--- config.mk ---
export PLATFORM = sky130hd
export DESIGN_NAME = gpu_span_sequencer
export DESIGN_NICKNAME = d
export VERILOG_FILES = /design/src/rtl/gpu_span_sequencer.sv
export SDC_FILE = /design/constraint.sdc
export NUM_CORES = 1
export LEC_CHECK = 0
export CORE_AREA = 2 2 342 344
export DETAILED_ROUTE_END_ITERATION = 12
export DIE_AREA = 0 0 344 346
export HOLD_SLACK_MARGIN = 0.08
export PLACE_DENSITY = 0.54
export SYNTH_ARGS = -nofsm -noshare
export SYNTH_HDL_FRONTEND = slang
export SYNTH_SLANG_ARGS = --single-unit
--- constraint.sdc ---
create_clock -name clock -period 3.8 [get_ports clock]
set_input_delay 0.38 -clock clock [delete_from_list [all_inputs] [get_ports clock]]
set_output_delay 0.38 -clock clock [all_outputs]
set_load 0.05 [all_outputs]
--- src/rtl/gpu_span_sequencer.sv ---
// rtl/gpu_span_sequencer.sv - span-by-span GPU frame sequencer with buffered pixel stream.
// Optional RUN watchdog is built only when SEQ_TIMEOUT_EN is defined.
module gpu_span_sequencer #(
  parameter int          WIDTH     = 16,
  parameter int          WORD_SIZE = 16,
  parameter int          SPANS     = 64,
  parameter logic [15:0] END_PC    = 16'd255,
  parameter int          DRAIN_CYC = 4,
  parameter int          MAX_CYC   = 65535
) (
  input  logic                         clock,
  input  logic                         reset,
  input  logic                         start,
  output logic                         gpu_reset,
  input  logic [15:0]                  gpu_pc,
  input  logic [WIDTH*WORD_SIZE*3-1:0] gpu_frame,
  output logic [15:0]                  span_idx,
  output logic                         pix_valid,
  input  logic                         pix_ready,
  output logic [15:0]                  pix_addr,
  output logic [3*WORD_SIZE-1:0]       pix_data,
  output logic                         busy,
  output logic                         frame_done,
  output logic                         timeout_err
);

  localparam int PIX_W  = 3 * WORD_SIZE;
  localparam int LANE_W = (WIDTH > 1) ? $clog2(WIDTH) : 1;
  localparam int SET_W  = (DRAIN_CYC > 1) ? $clog2(DRAIN_CYC) : 1;

  typedef enum logic [2:0] {
    S_IDLE, S_LAUNCH, S_RUN, S_SETTLE, S_CAPTURE, S_DRAIN, S_NEXT, S_DONE
  } state_t;

  state_t                   r_state;
  state_t                   w_next;
  logic [15:0]              r_span_idx;
  logic [LANE_W-1:0]        r_lane;
  logic [SET_W-1:0]         r_settle_cnt;
  logic                     r_run_armed;
  logic [WIDTH*PIX_W-1:0]   r_buf;
  logic                     w_end_hit;
  logic                     w_run_expire;
  logic                     w_zero_cap;
  logic                     w_last_lane;
  logic                     w_last_span;

  // The PC is ignored on the first RUN cycle: the core's fetch PC is still stale then.
  assign w_end_hit   = (r_state == S_RUN) && r_run_armed && (gpu_pc == END_PC);
  assign w_last_lane = (r_lane == LANE_W'(WIDTH - 1));
  assign w_last_span = (r_span_idx == 16'(SPANS - 1));

  always_comb begin
    w_next = r_state;
    case (r_state)
      S_IDLE:    if (start) w_next = S_LAUNCH;
      S_LAUNCH:  w_next = S_RUN;
      S_RUN: begin
        if (w_end_hit)         w_next = (DRAIN_CYC > 0) ? S_SETTLE : S_CAPTURE;
        else if (w_run_expire) w_next = S_CAPTURE;
      end
      S_SETTLE:  if (r_settle_cnt == SET_W'(DRAIN_CYC - 1)) w_next = S_CAPTURE;
      S_CAPTURE: w_next = S_DRAIN;
      S_DRAIN:   if (pix_ready && w_last_lane) w_next = S_NEXT;
      S_NEXT:    w_next = w_last_span ? S_DONE : S_LAUNCH;
      S_DONE:    w_next = S_IDLE;
      default:   w_next = S_IDLE;
    endcase
  end

  always_ff @(posedge clock or negedge reset) begin
    if (!reset) begin
      r_state      <= S_IDLE;
      r_span_idx   <= '0;
      r_lane       <= '0;
      r_settle_cnt <= '0;
      r_run_armed  <= 1'b0;
      r_buf        <= '0;
    end else begin
      r_state      <= w_next;
      r_run_armed  <= (r_state == S_RUN);
      r_settle_cnt <= '0;
      case (r_state)
        S_IDLE:    if (start) r_span_idx <= '0;
        S_SETTLE:  r_settle_cnt <= r_settle_cnt + 1'b1;
        S_CAPTURE: begin
          r_buf  <= w_zero_cap ? '0 : gpu_frame;
          r_lane <= '0;
        end
        S_DRAIN:   if (pix_ready) r_lane <= r_lane + 1'b1;
        S_NEXT:    if (!w_last_span) r_span_idx <= r_span_idx + 16'd1;
        S_DONE:    r_span_idx <= '0;
        default:   ;
      endcase
    end
  end

`ifdef SEQ_TIMEOUT_EN
  localparam int RUN_W = (MAX_CYC > 1) ? $clog2(MAX_CYC) : 1;

  logic [RUN_W-1:0] r_run_cnt;
  logic             r_timeout;
  logic             r_zero_cap;

  assign w_run_expire = (r_state == S_RUN) && (r_run_cnt == RUN_W'(MAX_CYC - 1));

  always_ff @(posedge clock or negedge reset) begin
    if (!reset) begin
      r_run_cnt  <= '0;
      r_timeout  <= 1'b0;
      r_zero_cap <= 1'b0;
    end else begin
      r_run_cnt  <= (r_state == S_RUN) ? r_run_cnt + 1'b1 : '0;
      r_zero_cap <= w_run_expire && !w_end_hit;
      if ((r_state == S_IDLE) && start)    r_timeout <= 1'b0;
      else if (w_run_expire && !w_end_hit) r_timeout <= 1'b1;
    end
  end

  assign timeout_err = r_timeout;
  assign w_zero_cap  = r_zero_cap;
`else
  assign w_run_expire = 1'b0;
  assign w_zero_cap   = 1'b0;
  assign timeout_err  = 1'b0;
`endif

  // Stream fields are forced to zero outside DRAIN so idle/reset values are clean.
  assign pix_valid  = (r_state == S_DRAIN);
  assign pix_addr   = pix_valid ? (r_span_idx * 16'(WIDTH) + 16'(r_lane)) : 16'd0;
  assign pix_data   = pix_valid ? r_buf[int'(r_lane) * PIX_W +: PIX_W] : '0;
  assign gpu_reset  = !((r_state == S_RUN) || (r_state == S_SETTLE));
  assign busy       = (r_state != S_IDLE);
  assign frame_done = (r_state == S_DONE);
  assign span_idx   = r_span_idx;

endmodule

==> results.txt <==
Max Freq: 0.2783 GHz
final period utilization: 0.9455
post-synth net total: 3,068
CTS Sinks: 794
Ys Warns: 0
die area: 0.1190 sq mm
chip width: 344 microns
Total Wirelength: 135.4 mm
Detail Route Antenna Nets: 0
RSZ-0062 raised after global routing: no
Worst-Skew Late Latency: 670 ps
first-pass GRT wire length: 192.0 mm
FF-to-FF End: r_buf[317]$_DFFE_PN0P_
routed vias: 24.14k
Max Buffers Root-to-Sink: 3
critical-path maximum fanout: 22
Final setup violation count: 0
dpl cell area: 0.04734 sq mm
post-synthesis mux area share: 0.3763
routability congestion estimate: 0.9010
final setup TNS: 0 ps
Yosys reg bits: 794
compound-cell area share of the yosys netlist: 0.02310
adder-cell share of the synthesized area: 0.001037
Worst Clk Skew: 18.89 ps
GR Overflow Total: 0
worst setup path endpoint: pix_data[14]
Critical Path Sink Type: output pin
nature of the critical path startpoint: register
outcome: complete, no violations
vias in the first global route: 27.10k
drt first pass iters: 5
largest family of logic cells by synthesized area: multiplexers
Synth top cells by count: dfrtp_1 (794), mux2_2 (768), mux4_2 (177)
Max-cap violations: 0
H-tree depth: 3
share of cells above drive strength 1: 0.3894
DRC: 0
Primary FF master, synth: dfrtp_1
Mean Syn Cell Area: 15.89 sq um
r2r setup slk: 1060 ps
via density per instance: 5.022
Reg-to-Reg Start: r_state[1]$_DFFE_PN0P_
Cell Pwr Density: 365.6 mW/mm^2
Slew HR: 0.3635
Syn Std Cell Area: 0.03618 sq mm
Final Hold Viols: 0
sequential cell area fraction in the yosys report: 0.5491
Post-Synth XOR/XNOR Area: 0.0002421
Leakage: 0.02306 uW
min Tclk post-route: 3593 ps
Yosys cell types: 57
Synth Instances: 2,277
Synth area leaders: dfrtp_1 (55%), mux2_2 (24%), mux4_2 (11%)
num ports: 873
Max VDD drop: 0.3186 mV
root buf cell: clkbuf_16
initial antenna violation count: 65
Yosys top cell area share: 0.5491
standard-cell row count: 125
most frequent cell after synthesis: dfrtp_1
worst setup path category: reg -> out
TritonCTS Buffers: 94
die span in y: 346 microns
Slew Limit Fails: 0
Tot GR Track Use: 0.2245
area grow syn2layout: 39.88%
CP startpoint: r_state[1]$_DFFE_PN0P_
largest net degree at the start of global routing: 109
CTS tree: yes
Reg2Reg Depth: 6
Synth area leader: dfrtp_1
Worst-Margin Slew: 950.6 ps
nets@finish: 3,972
Starting Density: 0.3135
Synth Area in Simple Gates: 0.02182
clock transition at the registers of the reported paths: 60 ps
cell area after layout: 0.05061 sq mm
Post-synth EDFFs: 0
Hold Path Class: in -> reg
DR iter-0 viols: 1,058
Core Region: 0.1154 sq mm
ys async rst share: 1.000
Post-DP HPWL: 106.4 mm
CP arrival: 3210 ps
Worst Path Required: 3420 ps
WL per Instance: 28.18 microns
IO Port Bufs: 871
==> worst min path at each step <==
| stage | slack [ps] | end | from | cells after the start |
|---|---|---|---|---|
| 5_1_grt | 280 | r_buf[423]$_DFFE_PN0P_ | gpu_frame[423] | 2 |
| 4_1_cts | 250 | r_buf[521]$_DFFE_PN0P_ | gpu_frame[521] | 2 |
| 3_3_place_gp | 420 | r_settle_cnt[0]$_DFF_PN0_ | r_settle_cnt[0]$_DFF_PN0_ | 1 |
| 3_5_place_dp | 430 | r_settle_cnt[0]$_DFF_PN0_ | r_settle_cnt[0]$_DFF_PN0_ | 1 |
| 2_1_floorplan | 80 | r_buf[0]$_DFFE_PN0P_ | reset | 0 |
| 6_report | 310 | r_buf[521]$_DFFE_PN0P_ | gpu_frame[521] | 2 |
==> cells by family after synthesis <==
group / after synthesis
xor+xnor: 1
compound gates: 120
other cells: 1
flops: 794
buf+inv: 174
fa+ha+maj: 3
mux: 1043
simple gates: 141
==> layout by cell type (no fill, tap or decap), drive strengths merged, types with 8 or more instances in the layout <==
cell type        n
nand3           13
mux2i           98
a21oi           11
nand4           16
a221o            8
a22oi            9
clkbuf         133
o21ai           22
mux2           768
clkinv          19
nor2            18
dfrtp          794
diode           32
buf            151
nand2           41
clkdlybuf4s50  821
a22o            11
and3            13
inv             14
and2            16
mux4           177
o22ai           34
==> cell type report <==
cell class | instances | area, sq um
Fill cell | 10300 | 64810
Sequential cell | 794 | 19880
Multi-Input combinational cell | 1309 | 15330
Timing Repair Buffer | 973 | 10340
Clock buffer | 133 | 2659
Tap cell | 1524 | 1907
Clock inverter | 33 | 386.6
Antenna cell | 32 | 80.08
Inverter | 9 | 33.78
==> worst max-delay path, stage by stage, from the launching register on <==
cell      delay [ps]
dfrtp_1          480
nand2b_2         300
nor2_2           130
buf_6            200
nand2_2          140
inv_2            100
buf_6            230
a32oi_1          140
o211ai_1         580
buf_12           220
==> timing repair <==
action | CTS | global route
buffers inserted | 7 | 0
hold endpoints to repair | 66 | 0
pin swaps | 1 | 1
resized for setup | 4 | 4
endpoints found under the setup margin | 18 | 4
hold buffers | 1 | 0
gates cloned | 0 | 0
==> power by group <==
| group | switching (uW) | internal (uW) |
|---|---|---|
| clock | 3670 | 5280 |
| sequential | 0.0706 | 8460 |
| combinational | 368 | 734 |
==> stage by stage <==
| stage | instances | utilization | power [uW] | hold WS, ps | setup WS (ps) |
|---|---|---|---|---|---|
| 4_1_cts | 4775 | 0.4376 | 18800 | 253.1 | 18.32 |
| 5_1_grt | 4798 | 0.4383 | 19210 | 283.6 | 36.32 |
| 2_1_floorplan | 2277 | - | 8623 | 84.41 | 1120 |
| 3_5_place_dp | 4601 | 0.4101 | 9729 | 427.9 | 468.0 |
| 3_3_place_gp | 4601 | 0.4101 | 9717 | 423.6 | 488.8 |
| 6_report | 4807 | 0.4385 | 18500 | 312.9 | 207.2 |
==> state kept, by name (all words and copies together), names as in the netlist <==
| register | cells |
|---|---|
| r_run_armed | 1 |
| r_lane | 4 |
| r_settle_cnt | 2 |
| r_state | 3 |
| span_idx | 16 |
| r_buf | 768 |
==> per-layer routing <==
metal,vias to the layer above,wire length [microns],GRT usage
met4,62,4939,0.08758
met5,-,412,0
met2,807,72030,0.4057
li1,10450,-,-
met1,12570,47500,0.2394
met3,251,10550,0.07389
No activity file was read; power rests on OpenSTA's default activity.
